===== src/rtl/inst_fetch.sv =====
`default_nettype none
// ============================================================================
// Module   : inst_fetch
// Purpose  : Instruction fetch stage. Holds the program counter, drives the
//            instruction memory address/enable, and registers the fetched
//            word into the decode (ID) register set. It supports pipeline
//            stalls, exception flushes and single-cycle branch redirects.
//            A branch uses one delay slot. A branch that arrives during a
//            stall is parked as a pending redirect and taken on the next
//            fetch.
// Revision : 1.0 - initial release
// ----------------------------------------------------------------------------
// Ports
//   clk           in   1  sole clock, rising edge
//   rst_n         in   1  synchronous active-low reset
//   stall         in   1  hold request from decode/hazard logic
//   flush         in   1  exception redirect, discards fetched instruction
//   branch_en     in   1  single-cycle redirect request from decode
//   branch_target in  32  redirect address, valid while branch_en=1
//   inst_ce       out  1  instruction memory chip enable (registered)
//   inst_addr     out 32  instruction memory byte address (= PC register)
//   inst_data     in  32  instruction word, combinational from inst_addr
//   id_pc         out 32  PC of the instruction handed to decode
//   id_inst       out 32  instruction word handed to decode
//   id_valid      out  1  id_inst holds a real fetched instruction
//   id_adel       out  1  fetch address was not word-aligned
// ============================================================================
module inst_fetch #(
    parameter logic [31:0] RESET_PC   = 32'h0000_0000,
    parameter logic [31:0] EXC_VECTOR = 32'h0000_0080
) (
    input  logic        clk,
    input  logic        rst_n,
    input  logic        stall,
    input  logic        flush,
    input  logic        branch_en,
    input  logic [31:0] branch_target,
    output logic        inst_ce,
    output logic [31:0] inst_addr,
    input  logic [31:0] inst_data,
    output logic [31:0] id_pc,
    output logic [31:0] id_inst,
    output logic        id_valid,
    output logic        id_adel
);

    localparam logic [31:0] c_NOP      = 32'h0000_0000;
    localparam logic [31:0] c_PC_STEP  = 32'd4;

    // ------------------------------------------------------------------------
    // State
    // ------------------------------------------------------------------------
    logic [31:0] r_pc;
    logic        r_ce;
    logic        r_pend_v;
    logic [31:0] r_pend_tgt;

    // ------------------------------------------------------------------------
    // Combinational helpers
    // ------------------------------------------------------------------------
    logic        w_fetch;       // a real fetch happens at this edge
    logic        w_misaligned;  // current PC is not word-aligned
    logic [31:0] w_seq_pc;      // sequential successor, wraps modulo 2^32
    logic [31:0] w_next_pc;     // PC to load on a fetch cycle
    logic [31:0] w_fetch_word;  // word to place into the ID register

    assign w_fetch      = r_ce && !stall && !flush;
    assign w_misaligned = (r_pc[1:0] != 2'b00);
    assign w_seq_pc     = r_pc + c_PC_STEP;

    // A parked redirect always wins over a fresh branch: the fresh branch
    // arrived after the stalled one and must be taken after it.
    assign w_next_pc    = r_pend_v  ? r_pend_tgt    :
                          branch_en ? branch_target :
                                      w_seq_pc;

    // A misaligned fetch never reaches decode as real data; the memory bus
    // content is meaningless for that address, so a NOP is substituted.
    assign w_fetch_word = w_misaligned ? c_NOP : inst_data;

    // Memory interface comes straight from registers.
    assign inst_ce   = r_ce;
    assign inst_addr = r_pc;

    // ------------------------------------------------------------------------
    // Sequential update
    // Priority: reset > (ce not yet up) > flush > stall > fetch.
    // ------------------------------------------------------------------------
    always_ff @(posedge clk) begin
        if (!rst_n) begin
            r_pc       <= RESET_PC;
            r_ce       <= 1'b0;
            r_pend_v   <= 1'b0;
            r_pend_tgt <= 32'h0000_0000;
            id_pc      <= 32'h0000_0000;
            id_inst    <= c_NOP;
            id_valid   <= 1'b0;
            id_adel    <= 1'b0;
        end else if (!r_ce) begin
            // First edge out of reset only raises the chip enable; branch and
            // flush requests are meaningless before the first fetch.
            r_ce <= 1'b1;
        end else if (flush) begin
            // Exception redirect. id_pc is left alone so the exception logic
            // can still see the PC of the last instruction handed down.
            r_pc     <= EXC_VECTOR;
            r_pend_v <= 1'b0;
            id_valid <= 1'b0;
            id_inst  <= c_NOP;
            id_adel  <= 1'b0;
        end else if (stall) begin
            // PC and ID registers freeze; a branch seen now is parked. A later
            // branch during the same stall replaces the parked target.
            if (branch_en) begin
                r_pend_v   <= 1'b1;
                r_pend_tgt <= branch_target;
            end
        end else begin
            // Fetch cycle: hand the current word to decode (this is also the
            // delay slot when branch_en is high) and advance the PC.
            id_pc    <= r_pc;
            id_inst  <= w_fetch_word;
            id_valid <= 1'b1;
            id_adel  <= w_misaligned;
            r_pc     <= w_next_pc;

            if (r_pend_v) begin
                // Parked target consumed now; a coincident branch becomes
                // the next parked target instead of being lost.
                r_pend_v <= branch_en;
                if (branch_en) begin
                    r_pend_tgt <= branch_target;
                end
            end
        end
    end

    // w_fetch is the documented definition of a fetch cycle; it mirrors the
    // final else-branch above and is kept as a named signal for debug taps.
    logic w_fetch_unused;
    assign w_fetch_unused = w_fetch;

endmodule
`default_nettype wire


===== config.mk =====
export PLATFORM = sky130hd
export DESIGN_NAME = inst_fetch
export DESIGN_NICKNAME = d
export VERILOG_FILES = /design/src/rtl/inst_fetch.sv
export SDC_FILE = /design/constraint.sdc
export NUM_CORES = 1
export LEC_CHECK = 0
export CAP_MARGIN = 20
export CORE_MARGIN = 3
export CORE_UTILIZATION = 35
export DETAILED_ROUTE_END_ITERATION = 6
export SYNTH_ARGS = -nofsm -noshare
export SYNTH_HDL_FRONTEND = slang
export SYNTH_SLANG_ARGS = --single-unit

===== constraint.sdc =====
create_clock -name clk -period 3.1 [get_ports clk]
set_clock_uncertainty 0.15 [all_clocks]
set_input_delay 0.775 -clock clk [delete_from_list [all_inputs] [get_ports clk]]
set_output_delay 0.775 -clock clk [all_outputs]
set_load 0.05 [all_outputs]

### Word-level counts from Yosys, hierarchy flattened

Index checks and enable logic that the tools add are counted.

* register bits after elaboration: 132
* input bits: 69
* output and inout bits: 99
* word-level logic and storage cells: 38

* add/sub/neg operators: 1
* eq/ne operators: 2
* muxes and demuxes: 19
* bitwise logic cells: 2
* reductions and logical operators: 6

Operators with widths (count)
* $mux W32: 10
* $add A32 B3 Y32 const B: 1
* $mux W1: 9
* $reduce_and A3 Y1: 2
* $reduce_and A2 Y1: 2
* $reduce_bool A2 Y1: 2
* $ne A3 B1 Y1 const B: 1
* $ne A2 B1 Y1 const B: 1
* $not A1 Y1: 2

### Depth between registers and ports, before layout

Gate-level depths: netlist (run 1).

* depth in word-level cells: 5
* mapped depth: 8

### Least setup slack after synthesis (run 1)

OpenSTA, ideal clock, no wires.

* path type: flip-flop to flip-flop
* start point: register r_pc[15] (netlist: inst_addr[15])
* end point: register r_pc[18] (netlist: inst_addr[18])
* arrival time: 1.970 ns
* data required time: 2.827 ns
* slack: 0.858 ns
* cell stages (with the launch flop): 6
* period minus slack after synthesis: 2.242 ns
* path through: dfxtp_1 nand2_1 nor4_4 and3_1 o21ai_1 a221o_2

* word-level cells in the longest chain between the ends: 5

RTL lines
* from (decl): line 53 `logic [31:0] r_pc;`
* from (signal assigned): line 125 `r_pc <= w_next_pc;`
* $add A32 B3 Y32: line 69 `assign w_seq_pc = r_pc + c_PC_STEP;`
* $mux W32: line 74 `branch_en ? branch_target :`
* $mux W32: line 73 `assign w_next_pc = r_pend_v ? r_pend_tgt :`
* $mux W32: line 111 `end else if (stall) begin`
* $mux W32: line 103 `end else if (flush) begin`

Every way passes these cells. The select of a mux whose other input is x is not followed.
A chain may end at the register's enable or synchronous reset.

### Worst setup path in the final report (run 1)

* start point: register r_pc[14] (netlist: inst_addr[14])
* end point: output port inst_addr[14]

RTL lines
* to (decl): line 39 `output logic [31:0] inst_addr,`

No word-level cell between the ends.

==> flow_metrics.env, run 1 <==
export IMPL_min_path_type="reg2reg"
export IMPL_area_delta_synth_final_pct=42.67
export IMPL_fmax_mhz=349.3
export IMPL_worstPathCellList="clkdlybuf4s50_1"
export IMPL_synth_top_cell_area_share_pct=44.37
export IMPL_antenna_left=0
export IMPL_worst_ep_arrival_time_ns=1.94
export IMPL_required_ns=2.17
export IMPL_tns_ns=0
export IMPL_seqPwrFrac_pct=41.7
export IMPL_internal_power_uw=3187
export IMPL_fin_util_pct=51.06
export IMPL_cts_resized_gates=0
export IMPL_synthFlopType="dfxtp_1"
export IMPL_leakage_uw=0.002968
export IMPL_drv_slew=0
export IMPL_cts_max_path_buffers=2
export IMPL_first_pass_iters=5
export IMPL_power_density_nw_per_um2=498.5
export IMPL_core_sq_um=16640
export IMPL_via_per_inst=5.314
export IMPL_grt_util_all_layers_pct=21.65
export IMPL_reg2reg_slack_ns=0.78
export IMPL_min_path_cells=2
export IMPL_grt_setup_unrepaired="no"
export IMPL_finalSetupViolations=0
export IMPL_post_place_cells=1112
export IMPL_min_to="id_pc[14]"
export IMPL_r2r_cells=7
export IMPL_min_from="id_pc[14]"
export IMPL_cts_tree="yes"
export IMPL_path_buf_inv=1
export IMPL_startpoint_type="flip-flop"
export IMPL_synth_distinct_cells=67
export IMPL_dp_slack_ns=-0.03057
export IMPL_post_cts_buffers=0
export IMPL_synthTopCellsByCount="179 x nand2_1, 132 x dfxtp_1, 79 x a21oi_1, 60 x nor2_1, 46 x o21ai_0"
export IMPL_dpl_hpwl_mm=13.99
export IMPL_critPathMaxFanout=10
export IMPL_ys_ff_latch=132
export IMPL_path_class="reg2out"
export IMPL_comb_power_share_pct=11.1
export IMPL_place_congestion=0.8569
export IMPL_ios=168
export IMPL_netlist_area_sq_um=5956
export IMPL_clk_pin_slew_ns=0.05
export IMPL_grt_pass1_wl_mm=31.16
export IMPL_grt_antenna_before_repair=0
export IMPL_crit_path_end_kind="output port"
export IMPL_nFillCells=1637
export IMPL_ys_warn_count=0
export IMPL_cp_top_family="buffers and inverters"
export IMPL_rows=47
export IMPL_syn_inst=754
export IMPL_grt_pass1_vias=5503
export IMPL_h_tree_depth=4
export IMPL_cts_buffers=17
export IMPL_max_cap_violations=0
export IMPL_finalWirelength_mm=20.24
export IMPL_portBuffers=167
export IMPL_clk_latency_ns=0.42
export IMPL_drtIter0Drc=549
export IMPL_start_util_pct=35.79
export IMPL_vias=6085
export IMPL_p_clk_share_pct=47.3
export IMPL_crit_path_max_incr_delay_ns=0.92
export IMPL_placed_area_sq_um=7904
export IMPL_async_flop_share_pct=0
export IMPL_switching_share_pct=24.75
export IMPL_hold_viol_final=0
export IMPL_final_cells=1145
export IMPL_yosysSeqAreaShare_pct=44.37
export IMPL_r2r_start="inst_addr[2]"
export IMPL_p_sw_uw=1048
export IMPL_die_area_sq_um=18620
export IMPL_grt_max_degree=110
export IMPL_slew_headroom_pct=29.46
export IMPL_synth_edff_count=0
export IMPL_setup_ws_ns=0.2367
export IMPL_post_synth_top_area_cell="dfxtp_1"
export IMPL_grt_overflow=0
export IMPL_r2r_end="inst_addr[8]"
export IMPL_drcViolationCount=0
export IMPL_yosys_top_cells_area="dfxtp_1 44%, nand2_1 11%, a21oi_1 6.6%"
export IMPL_status="completed"
export IMPL_drive_gt1_share_pct=8.442
export IMPL_die_y_microns=136.4
export IMPL_ir_worst_vdd_uv=395.8
export IMPL_slowest_stage="clkdlybuf4s50_1"
export IMPL_wire_per_inst_microns=17.68
export IMPL_min_period_ns=2.863
export IMPL_postSynthAreaPerCell_sq_um=7.899
export IMPL_nets=981
export IMPL_die_w_microns=136.4
export IMPL_clock_sinks=132
export IMPL_synth_most_common_cell="nand2_1"
export IMPL_syn_num_nets=824
export IMPL_tightest_slew_ns=1.054
export IMPL_root_buffer="clkbuf_16"
export IMPL_hold_buffers=0
export IMPL_min_period_over_period_pct=92.36
export IMPL_final_cell_area_sq_um=8497
-- layout by cell type, fill, tap and decap left out, types with 6 or more instances in the layout --
| cell | count |
|---|---|
| nand3_1 | 18 |
| dfxtp_1 | 132 |
| a21oi_1 | 79 |
| nand4_1 | 14 |
| a22oi_1 | 45 |
| nand2_1 | 179 |
| nor3_1 | 8 |
| and3_1 | 12 |
| inv_1 | 10 |
| nor2_1 | 60 |
| o21ai_0 | 46 |
| nand2b_1 | 6 |
| buf_4 | 24 |
| clkdlybuf4s50_1 | 167 |
| clkbuf_16 | 17 |
-- cell families after synthesis --
kind of cell / synth area share (%)
xor gates and xnor gates: 1.029
buffers and inverters: 5.546
and+or+nand+nor: 25.78
muxes: 0.6723
adders and majority gates: 0.2101
AOI/OAI and AO/OA: 22.40
DFF: 44.37
-- power groups by stage --
stage	Combinational [uW]	Clock (uW)	Sequential, uW
2_1_floorplan	170	0	1880
3_3_place_gp	469	0	1800
3_5_place_dp	469	0	1800
4_1_cts	470	2040	1760
5_1_grt	504	2120	1770
6_report	470	2000	1760
-- per-layer routing --
metal | global-route usage, % | up-vias | share of wire, %
li1 | - | 2984 | -
met1 | 32.47 | 2850 | 46
met2 | 30.90 | 234 | 45
met3 | 5.736 | 17 | 7.6
met4 | 4.871 | 0 | 1.0
met5 | 0 | - | 0
-- flip-flops by register name, indices dropped and copies added, names as in the netlist --
name,flops
r_pend_tgt,32
inst_ce,1
id_pc,32
id_inst,32
inst_addr,32
r_pend_v,1
id_adel,1
id_valid,1
-- worst reg2reg max path, stage by stage, from the launching register on --
cell,delay (ns)
dfxtp_1,0.52
ha_1,0.28
and3_1,0.37
buf_4,0.22
nand3_1,0.09
xor2_1,0.17
o21ai_0,0.10
a221o_1,0.32
-- worst max path at each step --
stage | start | end | cells after the start
floorplan | inst_addr[15] | inst_addr[18] | 5
global placement | flush | inst_addr[26] | 6
detailed placement | flush | inst_addr[26] | 6
CTS | inst_addr[14] | inst_addr[14] | 1
global route | inst_addr[14] | inst_addr[14] | 1
finish | inst_addr[14] | inst_addr[14] | 1
-- metrics by stage --
| stage | hold WS [ns] | total power [uW] |
|---|---|---|
| finish | 0.3019 | 4236 |
| global route | 0.3175 | 4387 |
| detailed placement | 0.2930 | 2269 |
| floorplan | 0.2812 | 2045 |
| CTS | 0.3011 | 4271 |
| global placement | 0.2895 | 2268 |
-- area by class of cell --
type	count	area, sq um	area share (%)
antenna	1	2.502	0.02945
clock buffer	24	491.7	5.787
clock inverter	8	98.84	1.163
inverter	11	42.54	0.5007
multi-input combinational	554	3012	35.44
sequential	132	2643	31.10
tap	220	275.3	3.240
timing repair buffer	195	1932	22.74
No activity file was read; power rests on OpenSTA's default activity.
==> run 2: changes to the inputs <==
- GPL_ROUTABILITY_DRIVEN: default -> 0
==> results of run 2 <==
The final DEF is identical to that of run 1; final timing and power are the same.
